**config.mk**
```make
export PLATFORM = sky130hd
export DESIGN_NAME = ps2_host_tx_flat
export DESIGN_NICKNAME = d
export VERILOG_FILES = /design/src/rtl/ps2_pkg.sv /design/src/rtl/ps2_host_tx_if.sv /design/src/rtl/ps2_line_sync.sv /design/src/rtl/ps2_host_tx.sv /design/src/flat_wrapper.sv
export SDC_FILE = /design/constraint.sdc
export NUM_CORES = 1
export LEC_CHECK = 0
export BUFFER_PORTS_ARGS = -buffer_cell sky130_fd_sc_hd__buf_4
export CORE_UTILIZATION = 50
export CTS_CLUSTER_SIZE = 10
export DETAILED_ROUTE_END_ITERATION = 10
export PLACE_DENSITY = 0.68
export SKIP_LAST_GASP = 1
export SYNTH_ARGS = -nofsm -noshare
export SYNTH_HDL_FRONTEND = slang
export SYNTH_SLANG_ARGS = --single-unit
```
**constraint.sdc**
```tcl
create_clock -name clk -period 4.2 [get_ports clk]
set_input_delay 0.21 -clock clk [delete_from_list [all_inputs] [get_ports clk]]
set_output_delay 0.21 -clock clk [all_outputs]
set_load 0.01 [all_outputs]
```
**src/rtl/ps2_pkg.sv**
```systemverilog
// Shared PS/2 definitions: FSM states, error codes, command/response bytes, helpers.
// Latency: n/a (types and constants only).
// Backpressure: n/a.
package ps2_pkg;

    typedef enum logic [2:0] {
        ST_IDLE,
        ST_INHIBIT,
        ST_RTS,
        ST_SEND,
        ST_ACK_WAIT,
        ST_DONE,
        ST_ERR
    } state_t;

    localparam logic [1:0] ERR_NONE    = 2'b00;
    localparam logic [1:0] ERR_NORESP  = 2'b01;
    localparam logic [1:0] ERR_TIMEOUT = 2'b10;
    localparam logic [1:0] ERR_NOACK   = 2'b11;

    localparam logic [7:0] CMD_SET_LEDS = 8'hED;
    localparam logic [7:0] CMD_ECHO     = 8'hEE;
    localparam logic [7:0] CMD_RESET    = 8'hFF;

    localparam logic [7:0] RSP_ACK    = 8'hFA;
    localparam logic [7:0] RSP_RESEND = 8'hFE;

    localparam int TMR_W = 20;

    // PS/2 frames carry odd parity over the eight data bits plus the parity bit
    function automatic logic odd_parity(input logic [7:0] d);
        return ~^d;
    endfunction

    // Timer increment that sticks at all-ones instead of wrapping
    function automatic logic [TMR_W-1:0] sat_inc(input logic [TMR_W-1:0] v);
        return (&v) ? v : v + TMR_W'(1);
    endfunction

endpackage

```
**src/rtl/ps2_host_tx_if.sv**
```systemverilog
// Command-side handshake and status bundle for the PS/2 host transmitter.
// Latency: n/a (wires only).
// Backpressure: valid/ready; tx_ready low whenever the transmitter owns the bus.
interface ps2_host_tx_if;
    logic [7:0] tx_data;
    logic       tx_valid;
    logic       tx_ready;
    logic       busy;
    logic       rx_inhibit;
    logic       done;
    logic       err;
    logic [1:0] err_code;

    modport master (
        output tx_data, tx_valid,
        input  tx_ready, busy, rx_inhibit, done, err, err_code
    );

    modport slave (
        input  tx_data, tx_valid,
        output tx_ready, busy, rx_inhibit, done, err, err_code
    );
endinterface

```
**src/rtl/ps2_line_sync.sv**
```systemverilog
// Two-flop synchronizer for one raw PS/2 line plus a 1->0 edge strobe.
// Latency: sync valid 2 cycles after the pin, fall strobe in the same cycle sync drops.
// Backpressure: none; free-running.
module ps2_line_sync (
    input  logic clk,
    input  logic reset,
    input  logic din,
    output logic sync,
    output logic fall
);

    logic meta_q;
    logic sync_q;
    logic prev_q;

    // Resample the pin twice, keep one older copy to spot falling edges; idle bus reads high
    always_ff @(posedge clk or posedge reset) begin
        if (reset) begin
            meta_q <= 1'b1;
            sync_q <= 1'b1;
            prev_q <= 1'b1;
        end else begin
            meta_q <= din;
            sync_q <= meta_q;
            prev_q <= sync_q;
        end
    end

    assign sync = sync_q;
    assign fall = prev_q & ~sync_q;

endmodule

```
**src/rtl/ps2_host_tx.sv**
```systemverilog
// Host-to-device PS/2 command transmitter: inhibit, request-to-send, 11-bit frame, ack check.
// Latency: clock held low INHIBIT_CYCLES, then device paced; data line moves 3 cycles after a pin fall.
// Backpressure: tx_ready only in IDLE; tx_valid ignored while busy, one byte per accept.
module ps2_host_tx
    import ps2_pkg::*;
#(
    parameter int INHIBIT_CYCLES      = 5000,
    parameter int RTS_TIMEOUT_CYCLES  = 750000,
    parameter int XFER_TIMEOUT_CYCLES = 100000
) (
    input  logic         clk,
    input  logic         reset,
    ps2_host_tx_if.slave bus,
    input  logic         ps2_clk_in,
    input  logic         ps2_data_in,
    output logic         ps2_clk_oe,
    output logic         ps2_data_oe
);

    // Last counter values before each phase ends (counter starts at 0 on phase entry)
    localparam logic [TMR_W-1:0] INH_LAST  = TMR_W'(INHIBIT_CYCLES - 2);
    localparam logic [TMR_W-1:0] RTS_LAST  = TMR_W'(RTS_TIMEOUT_CYCLES - 1);
    localparam logic [TMR_W-1:0] XFER_LAST = TMR_W'(XFER_TIMEOUT_CYCLES - 1);

    state_t           state;
    logic [7:0]       data_q;
    logic             parity_q;
    logic [3:0]       bit_cnt;
    logic [TMR_W-1:0] cnt;
    logic             tx_ready_q;
    logic             busy_q;
    logic             done_q;
    logic             err_q;
    logic [1:0]       err_code_q;
    logic             timeout;

    logic clk_sync;
    logic clk_fall;
    logic data_sync;
    logic unused_data_fall;

    ps2_line_sync u_clk_sync (
        .clk   (clk),
        .reset (reset),
        .din   (ps2_clk_in),
        .sync  (clk_sync),
        .fall  (clk_fall)
    );

    ps2_line_sync u_data_sync (
        .clk   (clk),
        .reset (reset),
        .din   (ps2_data_in),
        .sync  (data_sync),
        .fall  (unused_data_fall)
    );

    // Before the first device edge the no-response limit applies, afterwards the whole-frame limit
    always_comb begin
        timeout = 1'b0;
        if (bit_cnt == 4'd0) timeout = (cnt == RTS_LAST);
        else                 timeout = (cnt == XFER_LAST);
    end

    // Transmit sequencer with registered line drives and status pulses
    always_ff @(posedge clk or posedge reset) begin
        if (reset) begin
            state       <= ST_IDLE;
            data_q      <= 8'h00;
            parity_q    <= 1'b0;
            bit_cnt     <= 4'd0;
            cnt         <= '0;
            ps2_clk_oe  <= 1'b0;
            ps2_data_oe <= 1'b0;
            tx_ready_q  <= 1'b1;
            busy_q      <= 1'b0;
            done_q      <= 1'b0;
            err_q       <= 1'b0;
            err_code_q  <= ERR_NONE;
        end else begin
            done_q <= 1'b0;
            err_q  <= 1'b0;
            case (state)
                ST_IDLE: begin
                    if (bus.tx_valid && tx_ready_q) begin
                        data_q     <= bus.tx_data;
                        parity_q   <= odd_parity(bus.tx_data);
                        err_code_q <= ERR_NONE;
                        cnt        <= '0;
                        tx_ready_q <= 1'b0;
                        busy_q     <= 1'b1;
                        ps2_clk_oe <= 1'b1;
                        state      <= ST_INHIBIT;
                    end
                end
                ST_INHIBIT: begin
                    // Data drops in the final held-low cycle so it leads the clock release by one
                    if (cnt == INH_LAST) begin
                        ps2_data_oe <= 1'b1;
                        state       <= ST_RTS;
                    end else begin
                        cnt <= cnt + TMR_W'(1);
                    end
                end
                ST_RTS: begin
                    ps2_clk_oe <= 1'b0;
                    cnt        <= '0;
                    bit_cnt    <= 4'd0;
                    state      <= ST_SEND;
                end
                ST_SEND: begin
                    if (timeout) begin
                        ps2_clk_oe  <= 1'b0;
                        ps2_data_oe <= 1'b0;
                        err_q       <= 1'b1;
                        err_code_q  <= (bit_cnt == 4'd0) ? ERR_NORESP : ERR_TIMEOUT;
                        state       <= ST_ERR;
                    end else if (clk_fall) begin
                        bit_cnt <= bit_cnt + 4'd1;
                        cnt     <= (bit_cnt == 4'd0) ? '0 : sat_inc(cnt);
                        if (bit_cnt < 4'd8) begin
                            ps2_data_oe <= ~data_q[bit_cnt[2:0]];
                        end else if (bit_cnt == 4'd8) begin
                            ps2_data_oe <= ~parity_q;
                        end else if (bit_cnt == 4'd9) begin
                            ps2_data_oe <= 1'b0;
                        end else if (data_sync) begin
                            err_q      <= 1'b1;
                            err_code_q <= ERR_NOACK;
                            state      <= ST_ERR;
                        end else begin
                            state <= ST_ACK_WAIT;
                        end
                    end else begin
                        cnt <= sat_inc(cnt);
                    end
                end
                ST_ACK_WAIT: begin
                    if (timeout) begin
                        ps2_clk_oe  <= 1'b0;
                        ps2_data_oe <= 1'b0;
                        err_q       <= 1'b1;
                        err_code_q  <= ERR_TIMEOUT;
                        state       <= ST_ERR;
                    end else if (clk_sync && data_sync) begin
                        done_q <= 1'b1;
                        state  <= ST_DONE;
                    end else begin
                        cnt <= sat_inc(cnt);
                    end
                end
                ST_DONE, ST_ERR: begin
                    tx_ready_q <= 1'b1;
                    busy_q     <= 1'b0;
                    state      <= ST_IDLE;
                end
                default: begin
                    ps2_clk_oe  <= 1'b0;
                    ps2_data_oe <= 1'b0;
                    tx_ready_q  <= 1'b1;
                    busy_q      <= 1'b0;
                    state       <= ST_IDLE;
                end
            endcase
        end
    end

    assign bus.tx_ready   = tx_ready_q;
    assign bus.busy       = busy_q;
    assign bus.rx_inhibit = busy_q;
    assign bus.done       = done_q;
    assign bus.err        = err_q;
    assign bus.err_code   = err_code_q;

endmodule

```
**src/flat_wrapper.sv**
```systemverilog
// flat-port wrapper written by rule: the top's interface ports become plain ports
module ps2_host_tx_flat import ps2_pkg::*;
#(
    parameter int INHIBIT_CYCLES      = 5000,
    parameter int RTS_TIMEOUT_CYCLES  = 750000,
    parameter int XFER_TIMEOUT_CYCLES = 100000
)
  (clk, reset, ps2_clk_in, ps2_data_in, ps2_clk_oe, ps2_data_oe, bus_tx_data, bus_tx_valid, bus_tx_ready, bus_busy, bus_rx_inhibit, bus_done, bus_err, bus_err_code);
  ps2_host_tx_if bus_i ();
  input  logic clk;
  input  logic reset;
  input  logic ps2_clk_in;
  input  logic ps2_data_in;
  output logic ps2_clk_oe;
  output logic ps2_data_oe;
  input wire logic [$bits(bus_i.tx_data)-1:0] bus_tx_data;
  input wire logic [$bits(bus_i.tx_valid)-1:0] bus_tx_valid;
  output wire logic [$bits(bus_i.tx_ready)-1:0] bus_tx_ready;
  output wire logic [$bits(bus_i.busy)-1:0] bus_busy;
  output wire logic [$bits(bus_i.rx_inhibit)-1:0] bus_rx_inhibit;
  output wire logic [$bits(bus_i.done)-1:0] bus_done;
  output wire logic [$bits(bus_i.err)-1:0] bus_err;
  output wire logic [$bits(bus_i.err_code)-1:0] bus_err_code;
  assign bus_i.tx_data = bus_tx_data;
  assign bus_i.tx_valid = bus_tx_valid;
  assign bus_tx_ready = bus_i.tx_ready;
  assign bus_busy = bus_i.busy;
  assign bus_rx_inhibit = bus_i.rx_inhibit;
  assign bus_done = bus_i.done;
  assign bus_err = bus_i.err;
  assign bus_err_code = bus_i.err_code;
  ps2_host_tx #(.INHIBIT_CYCLES(INHIBIT_CYCLES), .RTS_TIMEOUT_CYCLES(RTS_TIMEOUT_CYCLES), .XFER_TIMEOUT_CYCLES(XFER_TIMEOUT_CYCLES)) u_core (.clk(clk), .reset(reset), .bus(bus_i), .ps2_clk_in(ps2_clk_in), .ps2_data_in(ps2_data_in), .ps2_clk_oe(ps2_clk_oe), .ps2_data_oe(ps2_data_oe));
endmodule
```
==> impl_metrics.ini <==
[routing]
routedWlPerCell_um = 18.1
drt_iter0_drc = 309
via_count = 2814
viasPerCell = 6.61
drc = 0
routed_wl_um = 7730
ant_nets = 0
drt_first_pass_iters = 5

[setup_path]
max_stage_delay_ns = 0.57
crit_path_end_kind = register
critPathKind = reg -> reg
crit_path_cell_trace = inv_1 -> ha_1 -> nor3b_1 -> or4_4 -> a211oi_2 -> buf_4 -> or2_1 -> o311ai_1
cp_slowest_cell = or4_4
path_depth = 8
startpoint_type = register
critPathBufInv = 2
crit_start = u_core.bit_cnt[0]$_DFFE_PP0P_
crit_arrival_ns = 3.19
worstPathMaxFanout = 22
r2r-start = u_core.bit_cnt[0]$_DFFE_PP0P_
r2r.worst_path.cells = 8
crit_family = simple AND/OR/NAND/NOR gates
crit_required_ns = 4.33

[global_routing]
grt_use_met3 = 0.0356
overflow = 0
grt_pass1_wl_um = 13100
top_usage_layer = met2
gr-usage-all-layers = 0.255
grt_max_degree = 50
grt_pass1_vias = 2685
antenna_found_initial = 0
grt.met2_usage = 0.387
grt_util_met1 = 0.368

[pwr]
p_leak_nw = 1.39
p_per_area_nw_per_um2 = 578
power_mw = 2.01
ir_worst_vdd_v = 0.000318

[clock_network]
htreeDepth = 2
post_cts_buffers = 0
cts_buffer_depth = 2
clkTransAtPathRegs_ns = 0.10
cts_buffers = 5
clock_latency_ns = 0.32
clock-sinks = 49
clock-root-buffer = clkbuf_8
cts_tree = built

[yosys]
yosys_warnings = 0
yosysUniqueCellTypes = 65
yosys.area_share.adder = 0.0196
synth_seq_area_share = 0.386
synthArstFlopShare = 1.00
syn_nets = 364
synth_xor_area_frac = 0.0192
synthSimpleGateAreaFrac = 0.224
syn_avg_cell_area_sq_um = 9.23
synth_area_sq_um = 3190
synthFlopType = dfrtp_1
synth-compound-area-share = 0.237
ys_ff_latch = 49
synth_edf_count = 0
muxShareOfSynthArea = 0.0560
synth_top_family_by_area = compound AO/OA/AOI/OAI gates
syn-instance-count = 346

[job]
cap_violations = 0

[layout]
area_growth_pct = 8.78
nets = 368
drive_above_1_share = 0.160
mostFrequentLayoutCell = dfrtp_1
mostFrequentLayoutCells = dfrtp_1 (43), buf_4 (23), nor2_1 (17), nand2_1 (17), a21oi_1 (17)
diodes = 0

[sta]
tightest_slew_ns = 1.10
relSlewSlack = 0.264
slew_viol_final = 0
timing.fmax_mhz = 327
hold_viol = 0
clock_skew_ns = 0.0136
rsz0062_at_grt = false
setup_tns_ns = 0
setup_viol = 0
finalCritPeriodShare = 0.728
period_needed_ns = 3.06

[die]
chipHeight_um = 81.9
io_pins = 22
start_util = 0.530
core_sq_um = 6030
die_w_um = 81.9
row_count = 28
die_area_sq_um = 6710

[placed_design]
port_buffers = 21
routabilityCongestion = 0.929
detailed_place_hpwl_um = 5290

[min_path]
holdCritPathClass = in -> async

[run_status]
status = finished, final reports clean
-- kinds of logic (layout without fill, tap and decap cells) --
group | Yosys count | in the layout
adders and majority gates | 5 | 5
muxes | 14 | 14
AOI/OAI and AO/OA | 105 | 105
and+or+nand+nor | 123 | 123
DFF | 49 | 49
buffers and inverters | 43 | 48
xor gates and xnor gates | 7 | 7
-- registers in the layout, summed over array words and instances, names as in the netlist, 2 cells and up --
| signal | count |
|---|---|
| u_core.bit_cnt | 4 |
| u_core.cnt | 20 |
| u_core.bus.err_code | 2 |
| u_core.data_q | 8 |
| u_core.state | 3 |
-- synthesized netlist by cell type, types with 3 or more instances --
cell,count,area (sq um)
o311ai_1,5,43.8
or3_1,3,18.8
o21ai_0,10,50.1
a2bb2oi_1,3,26.3
o211ai_1,10,75.1
a211oi_1,4,30.0
nand3b_1,3,22.5
inv_1,15,56.3
a31oi_1,4,25.0
nor3_1,10,50.1
nor2_1,17,63.8
ha_1,5,62.6
clkbuf_1,20,75.1
nand3_1,16,80.1
or4_1,6,45.0
nand2_1,17,63.8
dfrtp_1,43,1080
a22oi_1,5,37.5
and2_1,4,25.0
a21oi_1,17,85.1
nor4b_1,4,35.0
o31ai_1,16,120
dfstp_2,6,158
o22a_1,5,43.8
nand4b_1,3,26.3
and3_1,4,25.0
xnor2_1,7,61.3
nand2b_1,8,50.1
nand4_1,11,68.8
buf_4,3,22.5
nor3b_1,3,22.5
buf_2,4,20.0
mux2_2,10,113
-- worst reg2reg max path, cell delays in order (launching register included) --
cell and delay (ns):
dfrtp_1 0.53, inv_1 0.10, ha_1 0.22, nor3b_1 0.17
or4_4 0.57, a211oi_2 0.24, buf_4 0.29, or2_1 0.54
o311ai_1 0.20
-- where the power goes --
part | leakage [nW] | switching (mW) | internal, mW
logic | 0.719 | 0.512 | 0.388
registers | 0.620 | 0.164 | 0.591
clock network | 0.0543 | 0.173 | 0.178
-- per-stage QoR --
step | hold WS [ns] | setup WS (ns) | std cells | util | cell area (sq um)
global placement | 0.319 | 1.25 | 416 | 0.554 | 3340
finish | 0.138 | 1.14 | 426 | 0.576 | 3470
CTS | 0.137 | 1.15 | 426 | 0.576 | 3470
detailed placement | 0.320 | 1.17 | 416 | 0.554 | 3340
floorplan | 0.214 | 1.82 | 346 | - | 3190
global route | 0.140 | 0.960 | 426 | 0.576 | 3470
-- final timing paths --
check | slack [ns] | endpoint
setup / recovery | 1.14 | u_core.cnt[12]$_DFFE_PP0P_
hold / removal | 0.14 | u_core.cnt[7]$_DFFE_PP0P_
setup reg to reg | 1.14 | u_core.cnt[12]$_DFFE_PP0P_
hold reg to reg | 0.36 | u_core.u_clk_sync.sync$_DFF_PP1_
max in group asynchronous | 3.45 | u_core.bit_cnt[1]$_DFFE_PP0P_
min in group clk | 0.14 | u_core.data_q[1]$_DFFE_PP0P_
-- per-layer routing --
metal | up-vias | wire length, um
met2 | 123 | 3430
met3 | 13 | 557
met1 | 1348 | 3610
met4 | 0 | 132
li1 | 1330 | -
met5 | - | 0
-- what timing repair did --
item	4_1_cts	5_1_grt
hold endpoints to repair	2	0
resized for setup	0	0
hold buffers	2	0
setup endpoints to repair	0	0
-- final cells by class --
type	instances	area, sq um
tap	75	93.8
multi-input combinational	254	1780
inverter	15	56.3
clock inverter	3	46.3
clock buffer	5	68.8
fill	538	2550
sequential	49	1230
timing repair buffer	25	193
No activity file was read; power rests on OpenSTA's default activity.
